`config.mk`:
```
export PLATFORM = sky130hd
export DESIGN_NAME = decode_queue
export DESIGN_NICKNAME = d
export VERILOG_FILES = /design/src/rtl/decode_queue.sv
export SDC_FILE = /design/constraint.sdc
export NUM_CORES = 1
export LEC_CHECK = 0
export CAP_MARGIN = 5
export CORE_MARGIN = 3
export CORE_UTILIZATION = 50
export CTS_CLUSTER_SIZE = 12
export DETAILED_ROUTE_END_ITERATION = 10
export GPL_TIMING_DRIVEN = 0
export PLACE_DENSITY = 0.79
export SLEW_MARGIN = 15
export SYNTH_ARGS = -nofsm -noshare
export SYNTH_HDL_FRONTEND = slang
export SYNTH_SLANG_ARGS = --single-unit
export TNS_END_PERCENT = 5
```
`constraint.sdc`:
```
create_clock -name i_clk -period 7.1 [get_ports i_clk]
set_input_delay 0.71 -clock i_clk [delete_from_list [all_inputs] [get_ports i_clk]]
set_output_delay 0.71 -clock i_clk [all_outputs]
set_load 0.05 [all_outputs]
```
`src/rtl/decode_queue.sv`:
```
// Decode queue: a DEPTH-entry FIFO of {pc, instr} between fetch and decode,
// presenting combinationally decoded control signals for the head entry.
module decode_queue #(
    parameter int XLEN  = 32,
    parameter int DEPTH = 4,
    parameter int AW    = $clog2(DEPTH)
) (
    input  logic            i_clk,
    input  logic            i_rst,
    input  logic            i_flush,
    input  logic            i_vld,
    output logic            o_rdy,
    input  logic [31:0]     i_instr,
    input  logic [XLEN-1:0] i_pc,
    output logic            o_vld,
    input  logic            i_rdy,
    output logic [31:0]     o_instr,
    output logic [XLEN-1:0] o_pc,
    output logic            o_rd_wren,
    output logic            o_mem_wren,
    output logic            o_op_a_sel,
    output logic            o_op_b_sel,
    output logic            o_br_sel,
    output logic            o_br_unsigned,
    output logic            o_l_unsigned,
    output logic            o_insn_vld,
    output logic [1:0]      o_wb_sel,
    output logic [1:0]      o_s_length,
    output logic [2:0]      o_l_length,
    output logic [3:0]      o_alu_op,
    output logic [AW:0]     o_level,
    output logic            o_trap
);

    typedef enum logic [3:0] {
        ALU_ADD    = 4'b0000,
        ALU_SUB    = 4'b0001,
        ALU_SLT    = 4'b0010,
        ALU_SLTU   = 4'b0011,
        ALU_XOR    = 4'b0100,
        ALU_OR     = 4'b0101,
        ALU_AND    = 4'b0110,
        ALU_SLL    = 4'b0111,
        ALU_SRL    = 4'b1000,
        ALU_SRA    = 4'b1001,
        ALU_PASS_B = 4'b1010
    } alu_op_e;

    localparam logic [6:0] OP_R      = 7'b0110011;
    localparam logic [6:0] OP_IMM    = 7'b0010011;
    localparam logic [6:0] OP_LOAD   = 7'b0000011;
    localparam logic [6:0] OP_STORE  = 7'b0100011;
    localparam logic [6:0] OP_BRANCH = 7'b1100011;
    localparam logic [6:0] OP_JAL    = 7'b1101111;
    localparam logic [6:0] OP_JALR   = 7'b1100111;
    localparam logic [6:0] OP_LUI    = 7'b0110111;
    localparam logic [6:0] OP_AUIPC  = 7'b0010111;

    localparam logic [AW:0] LEVEL_FULL = (AW+1)'(DEPTH);

    logic [XLEN-1:0] pc_mem    [DEPTH];
    logic [31:0]     instr_mem [DEPTH];
    logic [AW-1:0]   wr_ptr, rd_ptr;
    logic [AW:0]     level;
    logic            push, pop;
    logic [31:0]     head;
    logic [6:0]      opcode;
    logic [2:0]      funct3;
    logic            alt;

    assign o_level = level;
    assign o_rdy   = (level != LEVEL_FULL);
    assign o_vld   = (level != '0);
    assign push    = i_vld && o_rdy && !i_flush;
    assign pop     = o_vld && i_rdy && !i_flush;

    // NOTE: the entry storage carries no reset; pointers and level alone say which slots are live.
    always_ff @(posedge i_clk) begin
        if (push) begin
            instr_mem[wr_ptr] <= i_instr;
            pc_mem[wr_ptr]    <= i_pc;
        end
    end

    // NOTE: sequential state uses non-blocking assignments so every register samples pre-edge values.
    always_ff @(posedge i_clk or posedge i_rst) begin
        if (i_rst) begin
            wr_ptr <= '0;
            rd_ptr <= '0;
            level  <= '0;
            o_trap <= 1'b0;
        end else if (i_flush) begin
            wr_ptr <= '0;
            rd_ptr <= '0;
            level  <= '0;
            o_trap <= 1'b0;
        end else begin
            if (push) wr_ptr <= wr_ptr + 1'b1;
            if (pop)  rd_ptr <= rd_ptr + 1'b1;
            case ({push, pop})
                2'b10:   level <= level + 1'b1;
                2'b01:   level <= level - 1'b1;
                default: level <= level;
            endcase
            if (pop && !o_insn_vld) o_trap <= 1'b1;
        end
    end

    // Empty queue presents an all-zero head, which decodes as illegal with every field 0.
    assign head    = o_vld ? instr_mem[rd_ptr] : 32'h0;
    assign o_instr = head;
    assign o_pc    = o_vld ? pc_mem[rd_ptr] : '0;
    assign opcode  = head[6:0];
    assign funct3  = head[14:12];
    assign alt     = head[30];

    function automatic logic [3:0] alu_sel(input logic [2:0] f3, input logic alt_bit,
                                           input logic sub_ok);
        case (f3)
            3'b000:  alu_sel = (alt_bit && sub_ok) ? ALU_SUB : ALU_ADD;
            3'b001:  alu_sel = ALU_SLL;
            3'b010:  alu_sel = ALU_SLT;
            3'b011:  alu_sel = ALU_SLTU;
            3'b100:  alu_sel = ALU_XOR;
            3'b101:  alu_sel = alt_bit ? ALU_SRA : ALU_SRL;
            3'b110:  alu_sel = ALU_OR;
            default: alu_sel = ALU_AND;
        endcase
    endfunction

    // NOTE: every output gets a default first, so no path through the case can infer a latch.
    always_comb begin
        o_rd_wren     = 1'b0;
        o_mem_wren    = 1'b0;
        o_op_a_sel    = 1'b0;
        o_op_b_sel    = 1'b0;
        o_br_sel      = 1'b0;
        o_br_unsigned = 1'b0;
        o_l_unsigned  = 1'b0;
        o_insn_vld    = 1'b0;
        o_wb_sel      = 2'b00;
        o_s_length    = 2'b00;
        o_l_length    = 3'b000;
        o_alu_op      = ALU_ADD;
        case (opcode)
            OP_R: begin
                o_insn_vld = 1'b1;
                o_rd_wren  = 1'b1;
                o_alu_op   = alu_sel(funct3, alt, 1'b1);
            end
            OP_IMM: begin
                o_insn_vld = 1'b1;
                o_rd_wren  = 1'b1;
                o_op_b_sel = 1'b1;
                o_alu_op   = alu_sel(funct3, alt, 1'b0);
            end
            OP_LOAD: begin
                o_insn_vld   = 1'b1;
                o_rd_wren    = 1'b1;
                o_op_b_sel   = 1'b1;
                o_wb_sel     = 2'b01;
                o_l_length   = funct3;
                o_l_unsigned = (funct3 == 3'b100) || (funct3 == 3'b101);
            end
            OP_STORE: begin
                o_insn_vld = 1'b1;
                o_op_b_sel = 1'b1;
                o_mem_wren = 1'b1;
                o_s_length = funct3[1:0];
            end
            OP_BRANCH: begin
                o_insn_vld    = 1'b1;
                o_op_a_sel    = 1'b1;
                o_op_b_sel    = 1'b1;
                o_br_sel      = 1'b1;
                o_br_unsigned = funct3[2] & funct3[1];
            end
            OP_JAL: begin
                o_insn_vld = 1'b1;
                o_op_a_sel = 1'b1;
                o_op_b_sel = 1'b1;
                o_wb_sel   = 2'b10;
                o_rd_wren  = 1'b1;
                o_br_sel   = 1'b1;
            end
            OP_JALR: begin
                o_insn_vld = 1'b1;
                o_op_b_sel = 1'b1;
                o_wb_sel   = 2'b10;
                o_rd_wren  = 1'b1;
                o_br_sel   = 1'b1;
            end
            OP_LUI: begin
                o_insn_vld = 1'b1;
                o_op_b_sel = 1'b1;
                o_rd_wren  = 1'b1;
                o_alu_op   = ALU_PASS_B;
            end
            OP_AUIPC: begin
                o_insn_vld = 1'b1;
                o_op_a_sel = 1'b1;
                o_op_b_sel = 1'b1;
                o_rd_wren  = 1'b1;
            end
            default: ;
        endcase
    end

endmodule

```
==> Word level (Yosys, flattened, before mapping) <==
Memory sizes are Yosys's and may differ from the RTL's.
Cells that the tools add are included.
Widths: inputs -> output; s select.
{ "classes": {"n_bitwise": 1, "n_eq_ne": 18, "mux": 28, "reduce_logical": 20, "add_sub_neg": 4} }
{ "ops": {"columns": ["op", "n"], "rows": [
  ["$mux 32", 2],
  ["$pmux 4 s7", 2],
  ["$eq 7x6->1 const B", 3],
  ["$eq 7x7->1 const B", 3],
  ["$eq 7x5->1 const B", 2],
  ["$mux 1", 14],
  ["$pmux 4 s3", 1],
  ["$mux 2", 5],
  ["$eq 3x3->1 const B", 3],
  ["$reduce_or 9->1", 1],
  ["$reduce_or 8->1", 1],
  ["$eq 7x2->1 const B", 1],
  ["$reduce_or 7->1", 1],
  ["$eq 3x2->1 const B", 2],
  ["$mux 3", 2],
  ["$pmux 3 s2", 1],
  ["$reduce_bool 2->1", 3],
  ["$reduce_bool 3->1", 2],
  ["$reduce_or 3->1", 2],
  ["$logic_and 1x1->1", 5],
  ["$add 2x1->2 const B", 2],
  ["$pmux 2 s2", 1],
  ["$add 3x1->3 const B", 1],
  ["$eq 3x1->1 const B", 1],
  ["9 further kinds", 10]
]} }
{ "totals": {"memories": 2, "out_inout_bits": 89, "ramBits": 256, "register_bits": 8, "inputBits": 69} }
{ "memory_table": {"columns": ["name", "words", "word_bits", "read_ports", "rd_ports_with_merged_regs", "wr", "line_no", "source"], "rows": [
  ["instr_mem", 4, 32, 1, 0, 1, "62", "logic [31:0] instr_mem [DEPTH];"],
  ["pc_mem", 4, 32, 1, 0, 1, "61", "logic [XLEN-1:0] pc_mem [DEPTH];"]
]} }

==> Depth between registers and ports, before layout <==
Gate-level depths: netlist of the first run.
{ "depth": {"ltp_word": 9, "ltp_mapped": 8, "mapped_depth_nobuf": 7} }

==> Worst setup path after synthesis of the first run <==
Ideal clock, no wire load.
{ "synth_timing": {"path_kind": "reg-to-reg", "from": "register level[0], in the netlist o_level[0]", "to": "memory instr_mem[0][0], enable pin", "stages_incl_launch_ff": 6, "path_buffers": 1, "arrival_time_ns": 3.381, "slack_ns": 3.290, "period_less_slack_ns": 3.810, "path_cell_list": "dfrtp_1 > or3b_2 > clkbuf_1 > nand2_1 > nor2_1 > and2_1"} }
{ "synth_between": {"elab_chain_len": 5} }
{ "synth_rtl": {"columns": ["item", "line_no", "source"], "rows": [
  ["from (decl)", "64", "logic [AW:0] level;"],
  ["from (signal assigned)", "101", "2'b10: level <= level + 1'b1;"],
  ["from (signal assigned)", "102", "2'b01: level <= level - 1'b1;"],
  ["from (signal assigned)", "103", "default: level <= level;"],
  ["$ne 3x3->1", "72", "assign o_rdy = (level != LEVEL_FULL);"],
  ["net o_rdy", "12", "output logic o_rdy,"],
  ["$logic_and 1x1->1 (2 in series)", "74", "assign push = i_vld && o_rdy && !i_flush;"],
  ["$mux 1", "79", "if (push) begin"],
  ["$mux 1 (implied by the code)", "80", "instr_mem[wr_ptr] <= i_instr;"],
  ["to (decl)", "62", null]
]} }
The timed path passes the listed nets, and every way through them passes these cells.

==> Worst setup path after layout of the first run <==
{ "layout_timing": {"from": "register rd_ptr[1]", "to": "output o_alu_op[2]"} }
{ "layout_between": {"elab_chain_len": 5, "elab_cells_between_ends": 15} }
{ "layout_rtl": {"columns": ["item", "line_no", "source"], "rows": [
  ["from (decl)", "63", "logic [AW-1:0] wr_ptr, rd_ptr;"],
  ["from (signal assigned)", "99", "if (pop) rd_ptr <= rd_ptr + 1'b1;"],
  ["$mem_v2 4x32 (*)", null, null],
  ["$mux 32 (*)", "110", "assign head = o_vld ? instr_mem[rd_ptr] : 32'h0;"],
  ["$eq 3x3->1 (tied with other cells)", "119", "case (f3)"],
  ["$pmux 4 s7", "119", null],
  ["$pmux 4 s3 (*)", "145", "case (opcode)"],
  ["to (decl)", "30", "output logic [3:0] o_alu_op,"]
]} }
Every way passes the cells marked *; elsewhere a longest branch is shown, timed or not.

==> results.toml, run 1 <==
[die]
io_pins = 158
initial_core_util = 0.5139
die_w_um = 151.1
coreArea_um2 = 20490
dieArea_um2 = 22840
rows = 52
die_height_um = 151.1

[logic_synthesis]
yosys.cell_count.top_type = "edfxtp_1"
ys_seq_area_frac = 0.7490
syn_avg_cell_area_um2 = 20.10
ys.flop_type = "edfxtp_1"
synth_edf_count = 256
ys_ff_latch = 264
async_flop_share = 0.03030
yosys_warnings = 0
netlist_area_um2 = 10530
yosys.area.top_type = "edfxtp_1"
synth_area_leaders = "edfxtp_1 73%, mux4_2 14%, and2_1 3.8%, dfrtp_1 1.9%, nand2_1 0.53%"
postSynthCellCount = 524
synth.net_count = 598
synth_common_cells = "256 x edfxtp_1, 64 x and2_1, 64 x mux4_2"
yosys.area.top_type_share = 0.7300
synth.distinct_cells = 45

[detailed_routing]
wl_um = 21440
ant_nets = 0
drc = 0
drtIter0Drc = 377
wl_met3_um = 1615
vias = 5568
top_layer_used = "met4"
viasPerCell = 5.540
wl_met1_um = 8498
wl_per_cell_um = 21.33
met2WireLength_um = 10980
first_pass_iters = 4

[sta]
hold_violations = 0
worstMarginPinSlew_ns = 0.8768
skew_ns = 0.02201
maxSlewHeadroom = 0.4155
max_freq_mhz = 226.8
rsz0062_at_grt = "false"
setup_tns_ns = 0
finalSetupViolations = 0
fin_crit_sh = 0.6210
fin_crit_ns = 4.409
drv_slew = 0

[cts]
h-tree-depth = 1
postCtsSetupRepairBufs = 0
cts_buffers = 28
cts_buffer_depth = 3
hold_buffers = 0
tritoncts_num_sinks = 264
clkTransAtPathRegs_ns = 0.06
cts_root_buffer = "clkbuf_16"
clk_latency_ns = 0.54
cts_tree = "done"
ctsResizeCount = 0

[place]
gp_congestion = 0.8531
io_buffers = 157
dp.final_hpwl_um = 14070

[worst_hold_path]
hp-class = "in2async"

[setup_path]
worstPathArrival_ns = 3.70
worst-setup-path-type = "reg2out"
critPathCaptureType = "output port"
cp.required_ns = 6.39
ff2ff_setup_slack_ns = 4.68
reg2reg_to = "pc_mem[0][4]$_DFFE_PP_"
slowest_delay_ns = 0.85
crit_chain = "buf_2 -> mux4_2 -> nor4_4 -> nand2_2 -> nor3_1 -> clkdlybuf4s50_1"
setup.worst_path.start_class = "flip-flop"
cp_max_fo = 10
cp_num_buf_inv = 2
cp_slowest_cell = "clkdlybuf4s50_1"
rr_worst_depth = 6
worstReg2RegStart = "o_level[0]$_DFFE_PP0P_"
cp_top_family = "buffers and inverters"

[global_route]
antenna_found_initial = 0
grt_pass1_wl_um = 33110
grt_max_degree = 42
grt_pass1_vias = 5926
grt-ovfl-total = 0
grt.total_usage = 0.1891

[layout]
fin_nets = 789
n_antenna_cell = 0
area_growth_pct = 27.29
fillCellCount = 1381
drive_gt1_frac = 0.1687

[pwr]
power_mw = 5.766
leakagePower_nw = 4.372
p_per_area_nw_per_um2 = 430.2
peakVddDrop_mv = 0.4413

[status]
status = "completed"

[flow_run]
max_cap_violations = 0
[sequential cells by signal (all words and copies together) (netlist names)]
name	flops
instr_mem	128
wr_ptr	2
rd_ptr	2
pc_mem	128
o_trap	1
o_level	3
[area by class of cell]
| cell class | count | area, um^2 | area share |
|---|---|---|---|
| Inverter | 12 | 45.04 | 0.003360 |
| Buffer | 25 | 120.1 | 0.008960 |
| Clock buffer | 39 | 752.0 | 0.05609 |
| Multi-Input combinational cell | 223 | 2489 | 0.1856 |
| Tap cell | 270 | 337.8 | 0.02520 |
| Timing Repair Buffer | 161 | 1674 | 0.1249 |
| Clock inverter | 11 | 100.1 | 0.007467 |
| Sequential cell | 264 | 7888 | 0.5884 |
[worst max path at each step]
stage	end	slack (ns)	from	cells past startpoint
2_1_floorplan	instr_mem[0][0]$_DFFE_PP_	3.29	o_level[0]$_DFFE_PP0P_	5
3_3_place_gp	instr_mem[2][25]$_DFFE_PP_	2.48	i_flush	4
3_5_place_dp	o_pc[8]	3.14	rd_ptr[1]$_DFFE_PP0P_	6
4_1_cts	o_pc[8]	2.64	rd_ptr[1]$_DFFE_PP0P_	6
5_1_grt	o_pc[6]	2.50	rd_ptr[1]$_DFFE_PP0P_	6
6_report	o_alu_op[2]	2.69	rd_ptr[1]$_DFFE_PP0P_	6
[worst register-to-register path: stages, from the launching register on]
cell and delay, ns:
dfrtp_1 0.49, or3b_2 0.17, clkbuf_1 0.21, nand2_1 0.15, nor2_1 0.25, and2_4 0.51
buf_12 0.31
[cell usage in the layout, fill, tap and decap left out, drive strengths merged, types with 2 or more instances in the layout]
cell and instances:
o21ai 5, a21o 2, nand2 16, buf 20
edfxtp 256, mux2i 5, and2 64, xnor2 4
nor3 7, nand2b 4, nand3 8, nor2 15
mux4 64, clkinv 9, inv 12, dfrtp 8
clkbuf 48, nor2b 2, a21oi 3, xor2 2
clkdlybuf4s50 157, ha 4
[metrics by stage]
stage                     worst slack (ns)    util  instance area, um^2  instances  hold WS (ns)
after global routing                 2.501  0.6541                13410       1005        0.4820
after global placement               2.483  0.6070                12440        951        0.5283
final                                2.691  0.6541                13410       1005        0.4684
after floorplan                      3.290       -                10530        524        0.5257
after CTS                            2.639  0.6541                13410       1005        0.4644
after detailed placement             3.142  0.6125                12550        955        0.5588
[cells by family (layout without fill, tap and decap cells)]
kind of cell | count (synthesis) | after routing | share of synthesized area
DFF | 264 | 264 | 0.7490
AOI/OAI and AO/OA | 17 | 17 | 0.01224
and+or+nand+nor | 124 | 124 | 0.06784
xor gates and xnor gates | 6 | 6 | 0.004990
adders and majority gates | 6 | 6 | 0.007604
buffers and inverters | 37 | 248 | 0.01568
muxes | 70 | 70 | 0.1427
[power by group]
group	internal, mW	switching [mW]	leakage (nW)
combinational	0.931	1.64	1.53
sequential	1.82	0.0415	2.43
clock	0.774	0.556	0.407
[metal layers]
| layer | up-vias | GRT usage |
|---|---|---|
| met3 | 28 | 0.04369 |
| li1 | 2475 | - |
| met1 | 2843 | 0.2507 |
| met4 | 0 | 0.03808 |
| met2 | 222 | 0.3253 |
| met5 | - | 0 |
(Power assumes the default switching activity.)
==> run 2, diff against run 1 <==
==> constraint.sdc (replaced) <==
create_clock -name i_clk -period 4.2 [get_ports i_clk]
set_input_delay 0.42 -clock i_clk [delete_from_list [all_inputs] [get_ports i_clk]]
set_output_delay 0.42 -clock i_clk [all_outputs]
set_load 0.05 [all_outputs]
==> results.toml, run 2 (synthesis results as in run 1) <==
[detailed_routing]
viasPerCell = 5.579
drc = 0
first_pass_iters = 5
vias = 5607
wl_um = 21480
drtIter0Drc = 378
ant_nets = 0
wl_per_cell_um = 21.37

[setup_path]
cp_max_fo = 10
critPathCaptureType = "output port"
cp_slowest_cell = "clkdlybuf4s50_1"
crit_chain = "buf_2 -> mux4_2 -> nor4_4 -> o21ai_2 -> nor2_1 -> clkdlybuf4s50_1"
worst-setup-path-type = "reg2out"
worstPathArrival_ns = 3.59
setup.worst_path.start_class = "flip-flop"
slowest_delay_ns = 0.81
ff2ff_setup_slack_ns = 1.77
cp.required_ns = 3.78

[layout]
final_common_cell = "edfxtp_1"
final_util = 0.6550
seqCellArea_um2 = 7888
area_growth_pct = 27.47
multi_input_comb_area_um2 = 2489
drive_gt1_frac = 0.1728
fin_nets = 789
fillCellCount = 1381
n_antenna_cell = 0
final_cell_mix = "256 x edfxtp_1, 151 x clkdlybuf4s50_1, 64 x mux4_2"
final_area_um2 = 13420

[sta]
fin_crit_ns = 4.013
setup_tns_ns = 0
maxSlewHeadroom = 0.4139
max_freq_mhz = 249.2
holdWs_ns = 0.1760
drv_slew = 0
skew_ns = 0.02074
hold_violations = 0
finalSetupViolations = 0
rsz0062_at_grt = "false"
fin_crit_sh = 0.9555
worstMarginPinSlew_ns = 0.8791

[die]
die_height_um = 151.1
initial_core_util = 0.5139
dieArea_um2 = 22840
io_pins = 158
coreArea_um2 = 20490
die_w_um = 151.1
rows = 52

[flow_run]
max_cap_violations = 0

[pwr]
p_per_area_nw_per_um2 = 726.4
leakagePower_nw = 4.495
peakVddDrop_mv = 0.7469

[cts]
ctsResizeCount = 0
h-tree-depth = 1
cts_root_buffer = "clkbuf_16"
postCtsSetupRepairBufs = 0
cts_buffer_depth = 3
clk_latency_ns = 0.54
tritoncts_num_sinks = 264
cts_tree = "done"
hold_buffers = 0
clkTransAtPathRegs_ns = 0.06
cts_buffers = 28

[global_route]
grt.total_usage = 0.1891
grt_pass1_vias = 5926
grt_max_degree = 42
antenna_found_initial = 0
grt-ovfl-total = 0
grt_pass1_wl_um = 33110

[place]
placed_cell_area_um2 = 12550
gp_congestion = 0.8531
dp.final_hpwl_um = 14070
io_buffers = 157

[status]
status = "completed"

[worst_hold_path]
hp-class = "in2async"
run 2: final timing paths:
path | from | to | depth (start not counted)
max in group asynchronous | i_rst | o_level[0]$_DFFE_PP0P_ | 2
min in group i_clk | i_pc[8] | pc_mem[3][8]$_DFFE_PP_ | 1
worst max register to register | o_level[0]$_DFFE_PP0P_ | instr_mem[0][29]$_DFFE_PP_ | 6
worst min-delay path | i_rst | rd_ptr[0]$_DFFE_PP0P_ | 2
worst min register to register | o_trap$_DFFE_PP0P_ | o_trap$_DFFE_PP0P_ | 2
worst max-delay path | rd_ptr[1]$_DFFE_PP0P_ | o_l_length[2] | 6
run 2: routing by layer:
metal	vias to the layer above	share of wire	global-route usage
met4	0	0.018	0.03808
li1	2475	-	-
met1	2864	0.40	0.2507
met3	33	0.073	0.04369
met5	-	0	0
met2	235	0.51	0.3253
run 2: critical path, delay by kind of cell, from the launching register on:
family,cells,cell delay (ns)
buf+inv,2,1.12
flops,1,0.45
compound gates,1,0.21
mux,1,0.61
simple gates,2,0.66
run 2: cell type report:
cell class              count  area share
plain buffers              25    0.009227
clock buffers              39     0.05602
clock inverters            11    0.007456
inverters                  12    0.003355
multi-input cells         223      0.1854
flip-flops and latches    264      0.5876
well taps                 270     0.02517
repair buffers            161      0.1258
run 2: per-stage QoR:
step           instances  setup slack [ns]  power (mW)
3_3_place_gp         951           -0.1274       7.514
6_report            1005            0.1868       9.751
4_1_cts             1005           0.02851       9.852
3_5_place_dp         955            0.5317       7.580
5_1_grt             1005          0.003680       10.17
2_1_floorplan        524            0.3897       6.171
run 2: power breakdown:
group          switching [mW]  leakage, nW  internal (mW)
combinational            2.77         1.66           1.57
clock                   0.941        0.407           1.31
sequential             0.0708         2.43           3.08
total                    3.78         4.50           5.97
